<file path="src/rtl/lsu_sequencer.sv">
// Multi-cycle load/store sequencer between core control and a req/gnt/rvalid data bus.
// Optional LSU_MISALIGN_TRAP_EN: misaligned half/word accesses retire with a misalign strobe, no bus traffic.
module lsu_sequencer #(
  parameter int TIMEOUT = 255,
  parameter int CNT_W   = 8
) (
  input  logic        clk,
  input  logic        rst,
  input  logic        load,
  input  logic        store,
  input  logic [2:0]  func3,
  input  logic [31:0] addr,
  input  logic [31:0] wdata,
  output logic        bus_req,
  output logic        bus_we,
  output logic [31:0] bus_addr,
  output logic [3:0]  bus_be,
  output logic [31:0] bus_wdata,
  input  logic        bus_gnt,
  input  logic        bus_rvalid,
  input  logic [31:0] bus_rdata,
  output logic        stall,
  output logic [31:0] rdata_out,
  output logic        wb_en,
  output logic        bus_err,
  output logic        misalign
);

  typedef enum logic [1:0] {IDLE, REQ, WAIT, DONE} state_t;

  localparam logic [CNT_W-1:0] TimeoutCnt = CNT_W'(TIMEOUT);

  state_t            state_q, state_d;
  logic [31:0]       addr_q, addr_d;
  logic [31:0]       wdata_q, wdata_d;
  logic [31:0]       rdata_q, rdata_d;
  logic [2:0]        func3_q, func3_d;
  logic              isLoad_q, isLoad_d;
  logic              err_q, err_d;
  logic              mis_q, mis_d;
  logic [CNT_W-1:0]  cnt_q, cnt_d;

  logic              misIn;
  logic              timeoutHit;
  logic              reqActive;
  logic              inReq;
  logic [3:0]        beCalc;
  logic [31:0]       wdataRep;
  logic [7:0]        laneByte;
  logic [15:0]       laneHalf;
  logic [31:0]       loadExt;

`ifdef LSU_MISALIGN_TRAP_EN
  assign misIn = ((func3[1:0] == 2'b01) && addr[0]) || (func3[1] && (addr[1:0] != 2'b00));
`else
  assign misIn = 1'b0;
`endif

  assign timeoutHit = (TIMEOUT != 0) && (cnt_q == TimeoutCnt);

  // Lane generation and load extraction always work from the captured access.
  always_comb begin
    beCalc   = 4'b1111;
    wdataRep = wdata_q;
    case (func3_q[1:0])
      2'b00: begin
        beCalc   = 4'b0001 << addr_q[1:0];
        wdataRep = {4{wdata_q[7:0]}};
      end
      2'b01: begin
        beCalc   = 4'b0011 << {addr_q[1], 1'b0};
        wdataRep = {2{wdata_q[15:0]}};
      end
      default: ;
    endcase

    case (addr_q[1:0])
      2'd0:    laneByte = bus_rdata[7:0];
      2'd1:    laneByte = bus_rdata[15:8];
      2'd2:    laneByte = bus_rdata[23:16];
      default: laneByte = bus_rdata[31:24];
    endcase
    laneHalf = addr_q[1] ? bus_rdata[31:16] : bus_rdata[15:0];

    case (func3_q)
      3'b000:  loadExt = {{24{laneByte[7]}}, laneByte};
      3'b001:  loadExt = {{16{laneHalf[15]}}, laneHalf};
      3'b100:  loadExt = {24'h0, laneByte};
      3'b101:  loadExt = {16'h0, laneHalf};
      default: loadExt = bus_rdata;
    endcase
  end

  always_comb begin
    state_d   = state_q;
    addr_d    = addr_q;
    wdata_d   = wdata_q;
    rdata_d   = rdata_q;
    func3_d   = func3_q;
    isLoad_d  = isLoad_q;
    err_d     = err_q;
    mis_d     = mis_q;
    cnt_d     = cnt_q;
    reqActive = 1'b0;
    stall     = 1'b0;

    case (state_q)
      IDLE: begin
        stall = load | store;
        if (load | store) begin
          addr_d   = addr;
          func3_d  = func3;
          wdata_d  = wdata;
          isLoad_d = load;
          err_d    = 1'b0;
          mis_d    = misIn;
          cnt_d    = '0;
          state_d  = misIn ? DONE : REQ;
        end
      end
      REQ: begin
        stall = 1'b1;
        cnt_d = cnt_q + 1'b1;
        if (timeoutHit) begin
          err_d   = 1'b1;
          state_d = DONE;
        end else begin
          reqActive = 1'b1;
          if (bus_gnt) state_d = isLoad_q ? WAIT : DONE;
        end
      end
      WAIT: begin
        stall = 1'b1;
        cnt_d = cnt_q + 1'b1;
        if (timeoutHit) begin
          err_d   = 1'b1;
          state_d = DONE;
        end else if (bus_rvalid) begin
          rdata_d = loadExt;
          state_d = DONE;
        end
      end
      default: state_d = IDLE;
    endcase
  end

  always_ff @(posedge clk or posedge rst) begin
    if (rst) begin
      state_q  <= IDLE;
      addr_q   <= '0;
      wdata_q  <= '0;
      rdata_q  <= '0;
      func3_q  <= '0;
      isLoad_q <= 1'b0;
      err_q    <= 1'b0;
      mis_q    <= 1'b0;
      cnt_q    <= '0;
    end else begin
      state_q  <= state_d;
      addr_q   <= addr_d;
      wdata_q  <= wdata_d;
      rdata_q  <= rdata_d;
      func3_q  <= func3_d;
      isLoad_q <= isLoad_d;
      err_q    <= err_d;
      mis_q    <= mis_d;
      cnt_q    <= cnt_d;
    end
  end

  // Bus attributes are only driven while a request is being presented.
  assign inReq     = (state_q == REQ);
  assign bus_req   = reqActive;
  assign bus_we    = inReq & ~isLoad_q;
  assign bus_addr  = inReq ? {addr_q[31:2], 2'b00} : 32'h0;
  assign bus_be    = inReq ? beCalc : 4'b0000;
  assign bus_wdata = inReq ? wdataRep : 32'h0;
  assign rdata_out = rdata_q;
  assign wb_en     = (state_q == DONE) & isLoad_q & ~err_q & ~mis_q;
  assign bus_err   = (state_q == DONE) & err_q;
  assign misalign  = (state_q == DONE) & mis_q;

endmodule

</file>
<file path="config.mk">
export PLATFORM = sky130hd
export DESIGN_NAME = lsu_sequencer
export DESIGN_NICKNAME = d
export VERILOG_FILES = /design/src/rtl/lsu_sequencer.sv
export SDC_FILE = /design/constraint.sdc
export NUM_CORES = 1
export LEC_CHECK = 0
export ABC_CLOCK_PERIOD_IN_PS = 5900
export BUFFER_PORTS_ARGS = -buffer_cell sky130_fd_sc_hd__buf_2
export CAP_MARGIN = 30
export CORE_ASPECT_RATIO = 1.5
export CORE_MARGIN = 5
export CORE_UTILIZATION = 54
export CTS_BUF_LIST = sky130_fd_sc_hd__clkbuf_8 sky130_fd_sc_hd__clkbuf_16
export DETAILED_ROUTE_END_ITERATION = 10
export PLACE_DENSITY = 0.86
export SLEW_MARGIN = 20
export SYNTH_ARGS = -nofsm -noshare
export SYNTH_HDL_FRONTEND = slang
export SYNTH_SLANG_ARGS = --single-unit
</file>
<file path="constraint.sdc">
create_clock -name clk -period 5.9 [get_ports clk]
set_input_delay 0.295 -clock clk [delete_from_list [all_inputs] [get_ports clk]]
set_output_delay 0.295 -clock clk [all_outputs]
set_load 0.05 [all_outputs]
</file>
After elaboration in Yosys (flattened, before gate mapping)
Index checks and enable logic that the tools add are counted.
{ "classes": {"muxes": 23, "eq_ne": 14, "shifts": 2, "addsub": 1, "bitwise": 8, "reduce_logical": 11} }
{ "ops": {"columns": ["op", "n"], "rows": [
  ["$pmux W32 S4", 1],
  ["$mux W32", 2],
  ["$pmux W32 S2", 1],
  ["$pmux W8 S3", 1],
  ["$mux W16", 1],
  ["$pmux W8 S2", 1],
  ["$mux W2", 5],
  ["$reduce_and A3 Y1", 3],
  ["$add A8 B1 Y8 const B", 1],
  ["$eq A8 B8 Y1 const B", 1],
  ["$mux W8", 1],
  ["$pmux W4 S2", 1],
  ["$eq A2 B1 Y1 const B", 3],
  ["$eq A2 B2 Y1 const B", 3],
  ["$eq A3 B3 Y1 const B", 2],
  ["$logic_not A2 Y1", 3],
  ["$ne A3 B3 Y1 const B", 2],
  ["$pmux W2 S3", 1],
  ["$mux W1", 5],
  ["$and A1 B1 Y1", 4],
  ["$mux W4", 1],
  ["$pmux W1 S2", 2],
  ["$reduce_and A2 Y1", 2],
  ["$shl A1 B2 Y4 const A", 1],
  ["9 further kinds", 11]
]} }
{ "word_totals": {"inputBits": 105, "out_inout_bits": 106, "ff_bits": 111} }

Depth between registers and ports, before layout
Gate-level depths: netlist (run 1).
{ "depth": {"ltp_word": 4, "ltp_mapped": 7, "depth_no_buf": 6} }

Least setup slack after synthesis (run 1)
Ideal clock, no wire load.
{ "synth_path": {"path_type": "register -> output", "startpoint": "register func3_q[0]", "endpoint": "output port bus_wdata[10]", "stages_incl_launch_ff": 5, "arrival_ns": 2.156, "slack_ns": 3.449, "n_path_buf": 1, "cell_sequence": "dfrtp_1 > clkbuf_1 > nor2_1 > nand2_1 > a21boi_0"} }
{ "synth_between": {"elab_chain_len": 3, "elab_cells_between_ends": 4} }
{ "synth_lines": {"columns": ["element", "line_no", "text"], "rows": [
  ["from (decl)", "37", "logic [2:0] func3_q, func3_d;"],
  ["from (signal assigned)", "163", "func3_q <= func3_d;"],
  ["$eq A2 B1 Y1 or $logic_not A2 Y1 (tied branches)", "65", "case (func3_q[1:0])"],
  ["$pmux W32 S2 (*)", "65", null],
  ["$mux W32 (*)", "177", "assign bus_wdata = inReq ? wdataRep : 32'h0;"],
  ["to (decl)", "18", "output logic [31:0] bus_wdata,"]
]} }
Every way passes the cells marked *; elsewhere a longest branch is shown, timed or not.

Worst setup path after layout (run 1)
{ "layout_path": {"startpoint": "register func3_q[0]", "endpoint": "output port bus_be[0]"} }
{ "layout_between": {"elab_chain_len": 3, "elab_cells_between_ends": 4} }
{ "layout_lines": {"columns": ["element", "line_no", "text"], "rows": [
  ["$eq A2 B1 Y1 or $logic_not A2 Y1 (tied branches)", "65", null],
  ["$pmux W4 S2 (*)", "65", null],
  ["$mux W4 (*)", "176", "assign bus_be = inReq ? beCalc : 4'b0000;"],
  ["to (decl)", "17", "output logic [3:0] bus_be,"]
]} }
Marked as above.

==> impl_metrics.csv, run 1 <==
group,metric,value,unit
setup_path,crit_fanout,25,
timing,post-route-period-util,47.9,%
synthesis,yosys.area.top_type_share,47.6,%
floorplanning,pin_count,211,
drt,first_pass_iters,5,
timing,finalMaxSlewViolations,0,
synthesis,synthDistinctLibCells,47,
finish,layout_commonest_cell,"buf_2",
timing,rsz0062_at_grt,"false",
setup_path,crit_chain,"nand2b_1 > a21o_1 > and2_1 > buf_2",
floorplanning,num_rows,46,
timing,setup_viol,0,
clocking,numCtsBuffers,9,
finish,fillerInstances,847,
pwr,fin_total_pwr,4840,uW
setup_path,cp.buffers_inverters,1,
placement,gp_congestion,0.883,
setup_path,critPathKind,"flip-flop to output pin",
setup_path,worstPathRequired,5.61,ns
synthesis,synth_edf_count,0,
timing,setup_slack,3.07,ns
drt,via_per_inst,5.60,
pwr,pwr_density_cell,664,mW/mm^2
global_routing,grtUsageTotal,25.3,%
clocking,cts-htree-levels,3,
synthesis,yosysTopAreaCell,"dfrtp_1",
clocking,numClockSinks,111,
floorplanning,core-area,0.0106,sq mm
global_routing,grt_pass1_wl,25.5,mm
setup_path,crit_arrival,2.53,ns
pwr,vdd_drop_max,0.000404,V
finish,final_nets,869,
clocking,cts_resized,0,
timing,worst_clock_skew,0.00568,ns
setup_path,cp-end-kind,"output pin",
floorplanning,dieArea,0.0130,sq mm
timing,worst_pin_slew,0.891,ns
synthesis,post_synth.cell_area_avg,10.2,sq um
drt,postRouteAntennaNets,0,
clocking,cts-root-buf,"clkbuf_16",
timing,slew_headroom,40.6,%
synthesis,yosys_warnings,0,
drt,drt-wirelength-per-cell,18.1,microns
drt,dr_total_vias,5094,
setup_path,cp-start-kind,"flip-flop",
synthesis,netlist_area,0.00583,sq mm
clocking,clk_latency,0.35,ns
drt,drt_iter0_drc,213,
synthesis,ys_seq_area_share,47.6,%
setup_path,critical-path-slowest-cell,"dfrtp_1",
finish,mostFrequentLayoutCells,"buf_2, dfrtp_1, mux2_2",
global_routing,grt_max_degree,71,
pwr,p_leak,0.00366,uW
run_status,status,"finished, final reports clean",
timing,fmax,0.354,GHz
drt,drc,0,
hold_path,min-delay-path-class,"input port to flip-flop",
global_routing,grt_antenna_before_repair,3,
placement,dp_hpwl,12.2,mm
global_routing,overflow,0,
timing,hold_viol,0,
setup_path,crit_family,"flip-flops",
floorplanning,dieWidth,94.9,microns
finish,area_delta_synth_final,25.1,%
synthesis,synthArstFlopShare,100,%
clocking,clock_path_buffers,2,
floorplanning,die_h,137,microns
drt,routed_wirelength,16.4,mm
floorplanning,start_util,55.1,%
placement,place_worst_setup_slack,3.47,ns
synthesis,ys_top_cells_by_area,"dfrtp_1, mux2_2, and2_1",
global_routing,grt_pass1_vias,5326,
run,drv_cap,0,
timing,post-route-min-period,2.83,ns
synthesis,synthFlopType,"dfrtp_1",
clocking,path_clk_slew,0.07,ns
placement,io_buffer_count,207,
setup_path,slowest_delay,0.89,ns
clocking,cts_setup_buffers,0,
timing,fin_tns_setup,0,ns
synthesis,synth-seq-cells,111,
synthesis,syn_inst,572,
clocking,cts_tree,"built",
finish,drive_above_1_share,40.4,%
==> synthesized netlist by cell type (2+ instances only) <==
master and count:
a31oi_1 9, buf_2 6, inv_1 9, mux2_2 69, nand3b_1 2, nor4b_1 2, o21a_1 2, a22o_1 2
buf_1 3, nor2b_1 18, o21bai_1 7, o31ai_1 2, o311ai_0 7, nand2b_1 9, ha_1 6, nand2_1 62
buf_4 3, a21o_1 2, and3_1 8, and2_1 51, a21oi_1 34, mux2i_1 26, a31oi_2 3, a21boi_0 8
nor2_1 39, nand3_1 6, o21ai_0 20, dfrtp_1 111, clkbuf_1 28
==> worst paths after layout <==
check	slack (ns)	end	cells past startpoint	from
setup reg to reg	3.60	wdata_q[2]	5	state_q[0]
hold reg to reg	0.48	rdata_out[12]	2	rdata_out[12]
min in group asynchronous	0.45	addr_q[17]	3	rst
setup / recovery	3.07	bus_be[0]	4	func3_q[0]
hold / removal	0.17	addr_q[3]	2	addr[3]
max in group asynchronous	4.37	func3_q[1]	5	rst
==> power by group <==
part | total, uW | switching, uW | internal (uW)
Sequential | 1460 | 324 | 1130
Clock | 606 | 270 | 336
Combinational | 2780 | 1870 | 910
==> cells by family after synthesis <==
| group | synth area share [%] |
|---|---|
| buf+inv | 3.67 |
| compound gates | 11.6 |
| simple gates | 18.0 |
| flops | 47.6 |
| other cells | 0.0643 |
| mux | 17.8 |
| fa+ha+maj | 1.29 |
==> worst register-to-register path, stage by stage, from the launching register on <==
cell and delay [ns]:
dfrtp_1 0.42, inv_1 0.09, ha_1 0.29, o21ai_4 0.26, buf_4 0.66, mux2_2 0.46
==> final cells by class <==
cell class / instances / area (sq um) / share of cell area, %
antenna: 2 / 5.00 / 0.0686
multi-input combinational: 413 / 2870 / 39.3
inverter: 9 / 36.3 / 0.497
tap: 144 / 180 / 2.47
clock buffer: 10 / 239 / 3.28
sequential: 111 / 2780 / 38.1
timing repair buffer: 214 / 1140 / 15.6
clock inverter: 6 / 53.8 / 0.738
==> registers in the layout, indices dropped and copies added, names as in the netlist <==
register,cells
isLoad_q,1
err_q,1
wdata_q,32
addr_q,32
func3_q,3
cnt_q,8
rdata_out,32
state_q,2
==> metrics by stage <==
step / cell area (sq um) / hold WS (ns) / utilization [%] / instances
global route: 7290 / 0.168 / 68.9 / 909
detailed placement: 6970 / 0.271 / 65.8 / 889
global placement: 6920 / 0.268 / 65.3 / 887
floorplan: 5840 / 0.405 / - / 574
finish: 7290 / 0.171 / 68.9 / 909
CTS: 7270 / 0.162 / 68.6 / 906
==> metal layers <==
layer  track usage, %  up-vias  wire length, microns
met5                0        -                     7
met4             14.1        2                   703
met3             5.19       54                  1180
met2             45.0      243                  8810
met1             27.6     2458                  5710
li1                 -     2337                     -
==> repair_timing <==
item / in CTS / in global routing
hold buffers: 1 / 0
setup endpoints to repair: 0 / 0
endpoints found under the hold margin: 22 / 0
Note: power is estimated with default switching activity, not from simulation.
==> run 2: changes to the inputs <==
--- a/config.mk
+++ b/config.mk
@@ -5,15 +5,16 @@
 export SDC_FILE = /design/constraint.sdc
 export NUM_CORES = 1
 export LEC_CHECK = 0
-export ABC_CLOCK_PERIOD_IN_PS = 5900
+export ABC_AREA = 1
+export ABC_CLOCK_PERIOD_IN_PS = 2900
 export BUFFER_PORTS_ARGS = -buffer_cell sky130_fd_sc_hd__buf_2
 export CAP_MARGIN = 30
 export CORE_ASPECT_RATIO = 1.5
 export CORE_MARGIN = 5
-export CORE_UTILIZATION = 54
+export CORE_UTILIZATION = 51
 export CTS_BUF_LIST = sky130_fd_sc_hd__clkbuf_8 sky130_fd_sc_hd__clkbuf_16
 export DETAILED_ROUTE_END_ITERATION = 10
-export PLACE_DENSITY = 0.86
+export PLACE_DENSITY = 0.81
 export SLEW_MARGIN = 20
 export SYNTH_ARGS = -nofsm -noshare
 export SYNTH_HDL_FRONTEND = slang
==> constraint.sdc (replaced) <==
create_clock -name clk -period 2.9 [get_ports clk]
set_input_delay 0.145 -clock clk [delete_from_list [all_inputs] [get_ports clk]]
set_output_delay 0.145 -clock clk [all_outputs]
set_load 0.05 [all_outputs]
==> impl_metrics.csv, run 2 <==
group,metric,value,unit
run,drv_cap,0,
synthesis,yosys_warnings,0,
drt,via_per_inst,5.18,
finish,area_delta_synth_final,21.8,%
pwr,pwr_density_cell,1330,mW/mm^2
global_routing,grt_antenna_before_repair,1,
synthesis,yosys.area.top_type_share,45.5,%
timing,slew_headroom,35.8,%
timing,hold_viol,0,
global_routing,grt_max_degree,76,
placement,io_buffer_count,207,
synthesis,yosysMostFrequentCell,"nand2_1",
clocking,cts_resized,0,
setup_path,crit_fanout,75,
drt,drt_iter0_drc,273,
setup_path,crit_arrival,2.30,ns
synthesis,synthDistinctLibCells,35,
timing,fmax,0.409,GHz
synthesis,yosysTopAreaCell,"dfrtp_1",
placement,place_worst_setup_slack,0.809,ns
finish,mostFrequentLayoutCells,"nand2_1, buf_2, dfrtp_1",
synthesis,synth-seq-cells,111,
drt,drt-wirelength-per-cell,15.7,microns
pwr,p_leak,0.00431,uW
timing,setup_slack,0.456,ns
clocking,numClockSinks,111,
finish,seq_area,0.00278,sq mm
synthesis,synthArstFlopShare,100,%
finish,final_nets,1018,
finish,layout_commonest_cell,"nand2_1",
placement,dp_hpwl,12.4,mm
drt,first_pass_iters,5,
clocking,cts-htree-levels,3,
timing,worst_pin_slew,0.963,ns
drt,routed_wirelength,16.8,mm
clocking,cts_tree,"built",
timing,post-route-min-period,2.44,ns
synthesis,ys_seq_area_share,45.5,%
pwr,fin_total_pwr,9900,uW
floorplanning,num_rows,49,
setup_path,worstPathRequired,2.76,ns
pwr,vdd_drop_max,0.000757,V
floorplanning,pin_count,211,
synthesis,ys_top_cells_by_area,"dfrtp_1, nand2_1, mux2_2",
placement,placed_cells,1048,
synthesis,netlist_area,0.00611,sq mm
floorplanning,die_h,144,microns
clocking,numCtsBuffers,9,
drt,postRouteAntennaNets,0,
setup_path,cp-end-kind,"output pin",
drt,drc,0,
timing,rsz0062_at_grt,"false",
floorplanning,dieWidth,99.4,microns
timing,finalMaxSlewViolations,0,
synthesis,synthFlopType,"dfrtp_1",
clocking,cts-root-buf,"clkbuf_16",
finish,fillerInstances,1068,
floorplanning,start_util,51.4,%
global_routing,overflow,0,
placement,gp_congestion,0.892,
timing,post-route-period-util,84.3,%
finish,finish.utilization,62.6,%
finish,drive_above_1_share,37.0,%
synthesis,synth_edf_count,0,
floorplanning,dieArea,0.0143,sq mm
synthesis,syn_inst,717,
synthesis,synth_common_cells,"nand2_1, dfrtp_1, inv_1, mux2_2, nor2_1",
setup_path,cp-start-kind,"flip-flop",
timing,setup_viol,0,
drt,dr_total_vias,5522,
timing,worst_clock_skew,0.00534,ns
synthesis,post_synth.cell_area_avg,8.52,sq um
clocking,path_clk_slew,0.08,ns
global_routing,grt_pass1_vias,5414,
floorplanning,core-area,0.0119,sq mm
setup_path,critPathKind,"flip-flop to output pin",
global_routing,grt_pass1_wl,26.5,mm
finish,layout.cells.non_filler,1067,
finish,multi_input_area,0.00273,sq mm
clocking,clk_latency,0.35,ns
global_routing,grtUsageTotal,23.3,%
run_status,status,"finished, final reports clean",
clocking,clock_path_buffers,2,
timing,fin_tns_setup,0,ns
hold_path,min-delay-path-class,"input port to flip-flop",
[run 2: cell types whose count changed after synthesis, moves of 9 or more]
| cell | change |
|---|---|
| buf_6 | +13 |
| nand2_1 | +153 |
| nor2b_1 | -18 |
| a21oi_1 | -12 |
| nand3_2 | +21 |
| nand3_1 | +11 |
| nand2b_1 | -9 |
| and2_1 | -51 |
| o21ai_0 | +19 |
| inv_1 | +69 |
| nor2_1 | +17 |
| mux2i_1 | -26 |
| clkbuf_1 | -21 |
[run 2: power by group]
group	switching, uW	total (uW)	internal (uW)	leakage (uW)
Clock	619	1220	603	0.000140
Sequential	533	2810	2270	0.00134
Combinational	4190	5870	1690	0.00283
Total	5340	9900	4560	0.00431
[run 2: worst max-delay path, stage by stage, from the launching register on]
cell,delay (ns)
dfrtp_1,0.44
inv_1,0.11
ha_1,0.24
nand2_4,0.52
a21oi_1,0.34
buf_2,0.30
[run 2: path summary, 6_finish.rpt]
check,from,endpoint,slack [ns],cells past startpoint
max in group asynchronous,rst,func3_q[1],1.59,4
min reg2reg,rdata_out[8],rdata_out[8],0.48,2
max,state_q[0],stall,0.46,5
max reg2reg,state_q[0],wdata_q[28],0.81,4
min,wdata[16],wdata_q[16],0.02,2
min in group asynchronous,rst,addr_q[18],0.46,3
[run 2: layer usage]
| layer | GRT usage [%] | routed length [microns] | up-vias |
|---|---|---|---|
| met5 | 0 | 15 | - |
| met4 | 8.92 | 533 | 2 |
| met3 | 5.55 | 1310 | 41 |
| met2 | 41.8 | 8830 | 229 |
| met1 | 26.8 | 6110 | 2603 |
| li1 | - | - | 2647 |
[run 2: logic make-up (layout without fill, tap and decap cells)]
kind of cell               Yosys count  count (layout)  synth area share, %
DFF                                111             111                 45.5
muxes                               63              63                 11.6
adders and majority gates            6               6                 1.23
AOI/OAI and AO/OA                   83              83                 7.42
and+or+nand+nor                    329             329                 24.0
buffers and inverters              124             317                 10.2
other                                1               5               0.0614
[run 2: layout make-up]
| class | instances | area share, % |
|---|---|---|
| Multi-Input combinational cell | 484 | 36.7 |
| Antenna cell | 2 | 0.0672 |
| Clock buffer | 9 | 3.03 |
| Sequential cell | 111 | 37.3 |
| Tap cell | 153 | 2.57 |
| Clock inverter | 7 | 0.824 |
| Inverter | 84 | 4.39 |
| Timing Repair Buffer | 217 | 15.1 |
[run 2: metrics by stage]
stage               hold slack [ns]  cell area (sq um)
global placement              0.310               7140
floorplan                     0.295               6120
CTS                         0.00982               7440
detailed placement            0.323               7140
global route                0.00408               7440
finish                       0.0188               7440
[run 2: what timing repair did]
item,4_1_cts,5_1_grt
endpoints found under the hold margin,30,0
hold buffers,1,0
buffers inserted,0,0
==> run 3: changes to the inputs <==
--- a/config.mk
+++ b/config.mk
@@ -6,7 +6,7 @@
 export NUM_CORES = 1
 export LEC_CHECK = 0
 export ABC_AREA = 1
-export ABC_CLOCK_PERIOD_IN_PS = 2900
+export ABC_CLOCK_PERIOD_IN_PS = 2550
 export BUFFER_PORTS_ARGS = -buffer_cell sky130_fd_sc_hd__buf_2
 export CAP_MARGIN = 30
 export CORE_ASPECT_RATIO = 1.5
==> constraint.sdc (replaced) <==
create_clock -name clk -period 2.55 [get_ports clk]
set_input_delay 0.1275 -clock clk [delete_from_list [all_inputs] [get_ports clk]]
set_output_delay 0.1275 -clock clk [all_outputs]
set_load 0.05 [all_outputs]
==> impl_metrics.csv, run 3 (same netlist as run 2, synthesis figures left out) <==
group,metric,value,unit
timing,rsz0062_at_grt,"false",
drt,first_pass_iters,4,
timing,slew_headroom,50.9,%
clocking,cts_tree,"built",
timing,worst_clock_skew,0.00750,ns
setup_path,cp-end-kind,"output pin",
timing,setup_slack,0.238,ns
setup_path,crit_fanout,19,
run_status,status,"finished, final reports clean",
pwr,fin_total_pwr,11500,uW
global_routing,grt_pass1_wl,28.2,mm
setup_path,worstPathRequired,2.42,ns
global_routing,grtUsageTotal,24.7,%
floorplanning,die_h,144,microns
finish,layout_commonest_cell,"nand2_1",
finish,drive_above_1_share,36.4,%
timing,fin_tns_setup,0,ns
timing,post-route-min-period,2.31,ns
finish,seq_area,0.00278,sq mm
finish,final_nets,1042,
pwr,vdd_drop_max,0.000906,V
setup_path,crit_arrival,2.18,ns
timing,finalMaxSlewViolations,0,
finish,area_delta_synth_final,26.5,%
timing,fmax,0.433,GHz
placement,dp_hpwl,12.9,mm
finish,mostFrequentLayoutCells,"nand2_1, buf_2, dfrtp_1",
setup_path,critPathKind,"flip-flop to output pin",
drt,drt-wirelength-per-cell,16.0,microns
hold_path,min-delay-path-class,"input port to flip-flop",
floorplanning,dieArea,0.0143,sq mm
placement,io_buffer_count,207,
clocking,clk_latency,0.35,ns
clocking,clock_path_buffers,2,
timing,hold_viol,0,
finish,multi_input_area,0.00273,sq mm
global_routing,overflow,0,
placement,place_worst_setup_slack,0.582,ns
setup_path,cp-start-kind,"flip-flop",
global_routing,grt_pass1_vias,5799,
floorplanning,start_util,51.4,%
run,drv_cap,0,
finish,fillerInstances,1025,
drt,postRouteAntennaNets,0,
floorplanning,pin_count,211,
floorplanning,dieWidth,99.4,microns
clocking,cts-root-buf,"clkbuf_16",
drt,via_per_inst,5.16,
clocking,cts_resized,0,
timing,post-route-period-util,90.7,%
drt,drt_iter0_drc,254,
clocking,numClockSinks,111,
clocking,numCtsBuffers,9,
pwr,pwr_density_cell,1490,mW/mm^2
finish,finish.utilization,65.0,%
drt,drc,0,
pwr,p_leak,0.00444,uW
clocking,path_clk_slew,0.08,ns
timing,worst_pin_slew,0.734,ns
clocking,cts-htree-levels,3,
drt,dr_total_vias,5632,
drt,routed_wirelength,17.5,mm
global_routing,grt_max_degree,40,
timing,setup_viol,0,
floorplanning,num_rows,49,
floorplanning,core-area,0.0119,sq mm
global_routing,grt_antenna_before_repair,1,
placement,gp_congestion,0.902,
## run 3: changes by cell type in the layout (fill, tap and decap cells not counted), sizes merged
| cell | change |
|---|---|
| inv | -2 |
| dlygate4sd3 | +20 |
| buf | +4 |
| diode | +1 |
| bufinv | +2 |
## run 3: cell type report
cell class,count,area share (%)
Sequential cell,111,36.0
Multi-Input combinational cell,484,35.3
Timing Repair Buffer,241,17.7
Inverter,84,4.23
Clock buffer,9,2.91
Tap cell,153,2.48
Clock inverter,7,1.33
Antenna cell,3,0.0971
## run 3: timing repair
item                      in CTS  in global routing
buffers inserted               0                  0
hold buffers                  21                  0
hold endpoints to repair      48                  0
## run 3: metrics by stage
stage / hold WS, ns / std cells / instance area, sq um
after floorplan: 0.278 / 719 / 6120
after global placement: 0.282 / 1052 / 7180
after detailed placement: 0.283 / 1052 / 7180
after CTS: 0.000146 / 1089 / 7720
after global routing: 0.00424 / 1090 / 7720
final: 0.00385 / 1092 / 7730
## run 3: critical path, stage by stage, from the launching register on
cell and delay [ns]:
dfrtp_1 0.43, inv_1 0.10, ha_2 0.43, buf_4 0.26
o21ai_0 0.18, nor2_1 0.16, buf_2 0.28
## run 3: routing by layer
metal  part of all wire, %  global-route usage (%)
met5                     0                       0
met4                   4.0                    13.1
met3                   6.3                    3.67
met2                    53                    43.8
met1                    37                    28.6
## run 3: report_power, final
| part | leakage (uW) | internal (uW) | switching, uW |
|---|---|---|---|
| Sequential | 0.00134 | 2590 | 588 |
| Combinational | 0.00294 | 1970 | 4810 |
| Clock | 0.000157 | 873 | 682 |
## run 3: final timing paths
path                                from       endpoint  slack [ns]  depth (start not counted)
max                           state_q[1]  bus_wdata[26]        0.24                          6
min                             addr[26]     addr_q[26]       0.004                          2
max reg2reg                   func3_q[0]  rdata_out[11]        0.56                          7
min reg2reg                rdata_out[12]  rdata_out[12]        0.48                          2
max in group asynchronous            rst     addr_q[15]        1.37                          4
min in group asynchronous            rst   rdata_out[6]        0.44                          3
